File: src/rtl/mem_access_ctrl_if.sv
// mem_access_ctrl_if
//   Groups the signals of the memory-access sequencer. The interface carries
//   three sets of signals: the EX/MEM decode fields, the data-memory port,
//   and the pipeline-control outputs.
//
// Handshake: mem_req is asserted from the first WAIT cycle and held until
// mem_ready is seen high in WAIT (or the wait times out). mem_we/mem_size are
// stable for as long as mem_req is high. mem_ready is only meaningful while
// mem_req is high; at any other time it is ignored.
//
// Ports (per modport):
//   master : the controller. It has these inputs:
//              memread, memwrite, addr_lo, mem_ready
//            It drives these outputs:
//              mem_req, mem_we, mem_size, stall, wb_bubble,
//              align_err, timeout_err, wait_cnt
//   slave  : the environment (pipeline + data memory), with each direction
//            reversed.
interface mem_access_ctrl_if #(
  parameter int CNT_W = 5
);
  logic [1:0]       memread;
  logic [1:0]       memwrite;
  logic [1:0]       addr_lo;
  logic             mem_ready;
  logic             mem_req;
  logic             mem_we;
  logic [1:0]       mem_size;
  logic             stall;
  logic             wb_bubble;
  logic             align_err;
  logic             timeout_err;
  logic [CNT_W-1:0] wait_cnt;

  modport master (
    input  memread, memwrite, addr_lo, mem_ready,
    output mem_req, mem_we, mem_size, stall, wb_bubble,
           align_err, timeout_err, wait_cnt
  );

  modport slave (
    output memread, memwrite, addr_lo, mem_ready,
    input  mem_req, mem_we, mem_size, stall, wb_bubble,
           align_err, timeout_err, wait_cnt
  );
endinterface

File: src/rtl/mem_access_ctrl.sv
// mem_access_ctrl
//   Sequences the data-memory access of the instruction held in EX/MEM. It
//   decodes the memread/memwrite fields and checks alignment. It then issues
//   a registered request and stalls the front of the pipeline until the memory
//   answers or TIMEOUT WAIT cycles pass. While the access is outstanding it
//   bubbles MEM/WB.
//
// Ports:
//   clk        clock; all state updates on posedge
//   rst        synchronous, active-high reset
//   bus        mem_access_ctrl_if.master (decode fields, memory port,
//              stall / wb_bubble / error pulses / wait_cnt)
//   dbg_state  current FSM state (0 IDLE, 1 WAIT, 2 DONE)
module mem_access_ctrl #(
  parameter int TIMEOUT = 16,
  parameter int CNT_W   = 5
) (
  input  logic                 clk,
  input  logic                 rst,
  mem_access_ctrl_if.master    bus,
  output logic [1:0]           dbg_state
);

  typedef enum logic [1:0] {
    ST_IDLE = 2'd0,
    ST_WAIT = 2'd1,
    ST_DONE = 2'd2
  } state_e;

  // wait_cnt value on the last WAIT cycle before abort
  localparam logic [CNT_W-1:0] LAST_CNT = CNT_W'(TIMEOUT - 1);

  state_e           state_q, state_d;
  logic             mem_req_q, mem_req_d;
  logic             mem_we_q, mem_we_d;
  logic [1:0]       mem_size_q, mem_size_d;
  logic             align_err_q, align_err_d;
  logic             timeout_err_q, timeout_err_d;
  logic [CNT_W-1:0] wait_cnt_q, wait_cnt_d;

  logic             access;
  logic             eff_we;
  logic [1:0]       eff_size;
  logic             aligned;
  logic             stall;
  logic             wb_bubble;

  // Decode: when both fields are set the write wins, and alignment is
  // checked against the size that will actually be issued.
  always_comb begin
    access   = (bus.memread != 2'b00) || (bus.memwrite != 2'b00);
    eff_we   = (bus.memwrite != 2'b00);
    eff_size = eff_we ? bus.memwrite : bus.memread;
    case (eff_size)
      2'b10:   aligned = ~bus.addr_lo[0];
      2'b11:   aligned = (bus.addr_lo == 2'b00);
      default: aligned = 1'b1;
    endcase
  end

  always_comb begin
    state_d       = state_q;
    mem_req_d     = mem_req_q;
    mem_we_d      = mem_we_q;
    mem_size_d    = mem_size_q;
    align_err_d   = 1'b0;
    timeout_err_d = 1'b0;
    wait_cnt_d    = wait_cnt_q;
    stall         = 1'b0;
    wb_bubble     = 1'b0;

    case (state_q)
      ST_IDLE: begin
        mem_req_d  = 1'b0;
        mem_we_d   = 1'b0;
        mem_size_d = 2'b00;
        if (access) begin
          wb_bubble = 1'b1;
          if (aligned) begin
            stall      = 1'b1;
            state_d    = ST_WAIT;
            mem_req_d  = 1'b1;
            mem_we_d   = eff_we;
            mem_size_d = eff_size;
            wait_cnt_d = '0;
          end else begin
            // Misaligned: the instruction is killed without a request.
            align_err_d = 1'b1;
          end
        end
      end

      ST_WAIT: begin
        stall     = 1'b1;
        wb_bubble = 1'b1;
        if (bus.mem_ready || (wait_cnt_q == LAST_CNT)) begin
          // Ready on the final cycle still counts as success.
          timeout_err_d = ~bus.mem_ready;
          state_d       = ST_DONE;
          mem_req_d     = 1'b0;
          mem_we_d      = 1'b0;
          mem_size_d    = 2'b00;
        end else begin
          wait_cnt_d = wait_cnt_q + CNT_W'(1);
        end
      end

      ST_DONE: begin
        state_d    = ST_IDLE;
        mem_req_d  = 1'b0;
        mem_we_d   = 1'b0;
        mem_size_d = 2'b00;
      end

      default: begin
        state_d    = ST_IDLE;
        mem_req_d  = 1'b0;
        mem_we_d   = 1'b0;
        mem_size_d = 2'b00;
      end
    endcase

    // The pipeline must never be held or bubbled while in reset.
    if (rst) begin
      stall     = 1'b0;
      wb_bubble = 1'b0;
    end
  end

  always_ff @(posedge clk) begin
    if (rst) begin
      state_q       <= ST_IDLE;
      mem_req_q     <= 1'b0;
      mem_we_q      <= 1'b0;
      mem_size_q    <= 2'b00;
      align_err_q   <= 1'b0;
      timeout_err_q <= 1'b0;
      wait_cnt_q    <= '0;
    end else begin
      state_q       <= state_d;
      mem_req_q     <= mem_req_d;
      mem_we_q      <= mem_we_d;
      mem_size_q    <= mem_size_d;
      align_err_q   <= align_err_d;
      timeout_err_q <= timeout_err_d;
      wait_cnt_q    <= wait_cnt_d;
    end
  end

  assign bus.mem_req     = mem_req_q;
  assign bus.mem_we      = mem_we_q;
  assign bus.mem_size    = mem_size_q;
  assign bus.align_err   = align_err_q;
  assign bus.timeout_err = timeout_err_q;
  assign bus.wait_cnt    = wait_cnt_q;
  assign bus.stall       = stall;
  assign bus.wb_bubble   = wb_bubble;
  assign dbg_state       = state_q;

endmodule
File: src/flat_wrapper.sv
// flat-port wrapper written by rule: the top's interface ports become plain ports
module mem_access_ctrl_flat 
#(
  parameter int TIMEOUT = 16,
  parameter int CNT_W   = 5
)
  (clk, rst, dbg_state, bus_memread, bus_memwrite, bus_addr_lo, bus_mem_ready, bus_mem_req, bus_mem_we, bus_mem_size, bus_stall, bus_wb_bubble, bus_align_err, bus_timeout_err, bus_wait_cnt);
  mem_access_ctrl_if #(.CNT_W(CNT_W)) bus_i ();
  input  logic clk;
  input  logic rst;
  output logic [1:0] dbg_state;
  input wire logic [$bits(bus_i.memread)-1:0] bus_memread;
  input wire logic [$bits(bus_i.memwrite)-1:0] bus_memwrite;
  input wire logic [$bits(bus_i.addr_lo)-1:0] bus_addr_lo;
  input wire logic [$bits(bus_i.mem_ready)-1:0] bus_mem_ready;
  output wire logic [$bits(bus_i.mem_req)-1:0] bus_mem_req;
  output wire logic [$bits(bus_i.mem_we)-1:0] bus_mem_we;
  output wire logic [$bits(bus_i.mem_size)-1:0] bus_mem_size;
  output wire logic [$bits(bus_i.stall)-1:0] bus_stall;
  output wire logic [$bits(bus_i.wb_bubble)-1:0] bus_wb_bubble;
  output wire logic [$bits(bus_i.align_err)-1:0] bus_align_err;
  output wire logic [$bits(bus_i.timeout_err)-1:0] bus_timeout_err;
  output wire logic [$bits(bus_i.wait_cnt)-1:0] bus_wait_cnt;
  assign bus_i.memread = bus_memread;
  assign bus_i.memwrite = bus_memwrite;
  assign bus_i.addr_lo = bus_addr_lo;
  assign bus_i.mem_ready = bus_mem_ready;
  assign bus_mem_req = bus_i.mem_req;
  assign bus_mem_we = bus_i.mem_we;
  assign bus_mem_size = bus_i.mem_size;
  assign bus_stall = bus_i.stall;
  assign bus_wb_bubble = bus_i.wb_bubble;
  assign bus_align_err = bus_i.align_err;
  assign bus_timeout_err = bus_i.timeout_err;
  assign bus_wait_cnt = bus_i.wait_cnt;
  mem_access_ctrl #(.TIMEOUT(TIMEOUT), .CNT_W(CNT_W)) u_core (.clk(clk), .rst(rst), .bus(bus_i), .dbg_state(dbg_state));
endmodule
File: config.mk
export PLATFORM = sky130hd
export DESIGN_NAME = mem_access_ctrl_flat
export DESIGN_NICKNAME = d
export VERILOG_FILES = /design/src/rtl/mem_access_ctrl_if.sv /design/src/rtl/mem_access_ctrl.sv /design/src/flat_wrapper.sv
export SDC_FILE = /design/constraint.sdc
export NUM_CORES = 1
export LEC_CHECK = 0
export BUFFER_PORTS_ARGS = -buffer_cell sky130_fd_sc_hd__buf_2
export CAP_MARGIN = 10
export CORE_MARGIN = 3
export CORE_UTILIZATION = 45
export CTS_CLUSTER_DIAMETER = 120
export CTS_CLUSTER_SIZE = 20
export DETAILED_ROUTE_END_ITERATION = 16
export PLACE_DENSITY = 0.7
export SYNTH_ARGS = -nofsm -noshare
export SYNTH_HDL_FRONTEND = slang
export SYNTH_SLANG_ARGS = --single-unit
File: constraint.sdc
create_clock -name clk -period 3 [get_ports clk]
set_clock_uncertainty 0.15 [all_clocks]
set_input_delay 0.3 -clock clk [delete_from_list [all_inputs] [get_ports clk]]
set_output_delay 0.3 -clock clk [all_outputs]
set_load 0.01 [all_outputs]
# After elaboration in Yosys (flattened, before gate mapping)
# Index checks and enable logic that the tools add are counted.
dict set report word_totals {
  register_bits 13
  wordCells 60
  output_inout_bits 15
  input_bits 9
}
dict set report classes {
  n_reduce_logical 11
  muxes 27
  n_addsub 1
  bitwise_logic 6
  eq_ne 8
}
# operator n
set ops {}
lappend ops {{5-bit 2-to-1 mux} 3}
lappend ops {{2-bit 2-to-1 mux} 7}
lappend ops {{1-bit one-hot mux with 2 select lines} 5}
lappend ops {{5-bit one-hot mux with 2 select lines} 1}
lappend ops {{1-bit 2-to-1 mux} 9}
lappend ops {{2-bit one-hot mux with 2 select lines} 2}
lappend ops {{2-bit by 1-bit != test with 1-bit output, second input constant} 3}
lappend ops {{1-bit NOT} 6}
lappend ops {{2-bit nonzero test} 3}
lappend ops {{3-bit OR reduction} 2}
lappend ops {{5-bit by 1-bit adder with 5-bit output, second input constant} 1}
lappend ops {{5-bit by 4-bit == test with 1-bit output, second input constant} 1}
lappend ops {{2-bit == test, second input constant} 2}
lappend ops {{2-bit zero test} 2}
lappend ops {{4-bit AND reduction} 1}
lappend ops {{3-bit AND reduction} 1}
lappend ops {{2-bit by 1-bit == test with 1-bit output, second input constant} 1}
lappend ops {{1-bit logical OR} 2}
lappend ops {{2-bit != test, second input constant} 1}

# Longest topological paths before layout
dict set report logic_depth {
  depth_word 8
  mapped_depth 7
  mapped_depth_nobuf 7
}

# Worst setup path before layout
# Ideal clock, no wire load.
dict set report synth_path {
  path_kind {register to register}
  start {reg u_core.wait_cnt_q[0], in the netlist u_core.bus.wait_cnt[0]}
  end {reg u_core.wait_cnt_q[2], in the netlist u_core.bus.wait_cnt[2]}
  path_buffers 0
  period_less_slack_ns 2.188
  path_stages_with_launch 7
  arrival_time_ns 1.964
  setup_ns 0.074
  t_required_ns 2.776
  setup_slack_ns 0.812
  path_cell_list {dfxtp_1 > ha_1 > and3_1 > ha_1 > or4b_4 > or4b_1 > o21ai_0}
}
dict set report synth_via {
  elab_chain_cells 4
  elab_cells_between_ends 7
  classes_between {add/sub: 1; eq/ne: 2; mux: 2; reduce/logical: 2}
}
# item line
set synth_rtl {}
lappend synth_rtl {{start, declared} mem_access_ctrl.sv:39} ;# logic [CNT_W-1:0] wait_cnt_q, wait_cnt_d;
lappend synth_rtl {{start signal, assigned} mem_access_ctrl.sv:146} ;# wait_cnt_q <= wait_cnt_d;
lappend synth_rtl {{branches (longest 4 deep; another with 5-bit by 1-bit adder with 5-bit output)} -}
# Parallel ways; which one is timed is not known. The select of a mux whose other input is x is not followed.
# A chain may end at the register's enable or synchronous reset.

# Final worst setup path
# Ends and elaborated chain as after synthesis.

==> results.cfg <==
[status]
status = finished, final reports clean

[power]
sw_frac_of_total = 0.280
p_comb_frac = 0.193
p_seq_frac = 0.519
pwr-share-clk = 0.288
finalPower_mw = 0.363
powerDensity_nw_per_um2 = 442
switchingPower_mw = 0.102
p_leak_nw = 0.363
power.internal_mw = 0.262
peakVddDrop_mv = 0.207

[clock_tree]
ctsResizeCount = 0
cts_buffer_depth = 2
path_clk_slew_ns = 0.08
cts_buffers = 3
clockRootBuffer = clkbuf_4
cts_tree = yes
clk_latency_ns = 0.27
cts.sink_count = 13
hold_buffers = 0
cts_max_level = 1
postCtsSetupBuffers = 0

[synth]
synth.distinct_cells = 31
synth.top_cells.by_area = dfxtp_1 39%, a21oi_1 7.4%, nor2_1 4.5%, inv_1 3.9%, ha_1 3.7%
synth_nets = 94
syn_area_sq_um = 674
synthDominantAreaCellType = dfxtp_1
syn_avg_cell_area_sq_um = 8.13
ys_warn_count = 0
synth_top_area_share = 0.386
synthCells = 83
ys_ff_latch = 13
ys_seq_area_frac = 0.386

[critical_path]
crit_fanout = 6
critPathArrivalTime_ns = 2.30
reg2reg_slack_ns = 0.75
rr_worst_depth = 6
critPathLaunchType = flop
end_kind = flop
r2r_start = u_core.bus.wait_cnt[0]$_SDFFE_PP0P_
r2r-end = u_core.bus.wait_cnt[2]$_SDFFE_PP0P_
worst_ep_required_time_ns = 3.05
crit_type = reg -> reg

[layout]
fillCellCount = 131
num-nets-final = 119
syn_to_final_growth_pct = 21.9
layout-drive-gt1-share = 0.262
utilization = 0.609
insertedDiodeCount = 0

[placement]
place_ws_ns = 0.768
io_buffers = 23
hpwl_um = 1160
finalWeightedCongestion = 0.838

[detailed_routing]
wire_per_inst_um = 12.1
via_per_inst = 5.53
drtIter0Drc = 8
drc_errors = 0
drtPass1Iterations = 4
num_vias = 675
drtAntennaViolNets = 0
wl_um = 1470

[sta]
setup_viol_count_final = 0
fin_ws_ns = 0.752
worst_pin_slew_ns = 0.568
rsz0062_at_grt = false
finalSetupTns_ns = 0
slew-limit-headroom = 0.619
drv_slew = 0
fmax_mhz = 445
hold_viol = 0
finalCriticalPeriod_ns = 2.25
fin_crit_sh = 0.749

[floorplan]
core_sq_um = 1350
rows = 13
start_util = 0.500
die_area_sq_um = 2000
fp.dieW_um = 44.7
die_h_um = 44.7
ioPinCount = 24

[min_path]
hold_start = bus_mem_ready
holdPathEnd = u_core.bus.timeout_err$_SDFF_PP0_
holdPathStages = 2
min_path_type = in -> reg

[grt]
antenna_found_initial = 0
grt_use_total = 0.169
grt_pass1_wl_um = 2500
gr-total-overflow = 0
grt_pass1_vias = 603
grt_max_degree = 19

[flow_run]
cap_violations = 0
power groups by stage:
| stage | sequential, mW | clock, mW | combinational, mW |
|---|---|---|---|
| 3_3_place_gp | 0.193 | 0 | 0.0696 |
| 2_1_floorplan | 0.197 | 0 | 0.0395 |
| 4_1_cts | 0.189 | 0.109 | 0.0707 |
| 3_5_place_dp | 0.193 | 0 | 0.0705 |
| 6_report | 0.189 | 0.105 | 0.0700 |
| 5_1_grt | 0.191 | 0.115 | 0.0798 |
layer usage:
| metal | routed length, um | track usage |
|---|---|---|
| met3 | 78 | 0.0159 |
| met1 | 684 | 0.218 |
| met4 | 16 | 0.0904 |
| met2 | 691 | 0.278 |
| met5 | 0 | 0 |
placed cells by master, fill, tap and decap left out, types with 3 or more instances in the layout:
cell | Yosys | final
inv_1 | 7 | 7
clkbuf_4 | 0 | 3
buf_2 | 1 | 23
nor3_1 | 3 | 3
nor4_1 | 4 | 4
a21oi_1 | 10 | 10
dfxtp_1 | 13 | 13
nand2_1 | 5 | 5
o31ai_1 | 3 | 3
nor2_1 | 8 | 8
worst max-delay path by stage:
stage                                   startpoint                                   to  cells past startpoint
2_1_floorplan  u_core.bus.wait_cnt[0]$_SDFFE_PP0P_  u_core.bus.wait_cnt[2]$_SDFFE_PP0P_                      6
3_3_place_gp   u_core.bus.wait_cnt[0]$_SDFFE_PP0P_  u_core.bus.wait_cnt[2]$_SDFFE_PP0P_                      6
3_5_place_dp   u_core.bus.wait_cnt[0]$_SDFFE_PP0P_  u_core.bus.wait_cnt[2]$_SDFFE_PP0P_                      6
4_1_cts        u_core.bus.wait_cnt[0]$_SDFFE_PP0P_  u_core.bus.wait_cnt[2]$_SDFFE_PP0P_                      6
5_1_grt        u_core.bus.wait_cnt[0]$_SDFFE_PP0P_  u_core.bus.wait_cnt[2]$_SDFFE_PP0P_                      6
6_report       u_core.bus.wait_cnt[0]$_SDFFE_PP0P_  u_core.bus.wait_cnt[2]$_SDFFE_PP0P_                      6
worst max-delay path: stages, from the launching register on:
cell and delay, ns:
dfxtp_1 0.35, ha_1 0.22, and3_1 0.19, ha_1 0.20, or4b_4 0.53, or4b_1 0.47
o21ai_0 0.07
cell families after synthesis:
kind of cell | share of synthesized area
adder cells (fa/ha/maj) | 0.0371
AO/OA/AOI/OAI | 0.254
AND/OR/NAND/NOR | 0.265
flip-flops | 0.386
buffers and inverters | 0.0575
state kept, by name, indices dropped and copies added (netlist names):
signal and flops:
u_core.bus.mem_we 1, u_core.bus.mem_size 2, u_core.bus.wait_cnt 5, u_core.bus.timeout_err 1, u_core.dbg_state 2, u_core.bus.align_err 1, u_core.bus.mem_req 1
synth_stat cells, drive strengths merged:
cell type  number
nor2            8
nand2b          2
and2            1
a21oi          10
o21ai           2
a22oi           1
a211oi          1
a21boi          1
buf             1
o31ai           3
or3             1
inv             7
nand3b          2
a31oi           1
nor4            4
dfxtp          13
or2             1
a22o            1
and3            1
nand3           1
o21a            1
nor4b           1
nor3            3
o41ai           1
o311ai          2
ha              2
clkbuf          2
or4b            2
a211o           2
nand2           5
area by class of cell:
cell class	count	area, sq um	share of cell area
clock buffer	4	26.3	0.0320
multi-input combinational	60	375	0.457
inverter	7	26.3	0.0320
sequential	13	260	0.317
timing repair buffer	23	115	0.140
tap	15	18.8	0.0228
per-stage QoR:
stage	area, sq um	instances	hold slack, ns
after CTS	822	122	0.0802
after global placement	796	118	0.283
final	822	122	0.0882
after global routing	822	122	0.0992
after detailed placement	796	118	0.298
after floorplan	674	83	0.229
No activity file was read; power rests on OpenSTA's default activity.
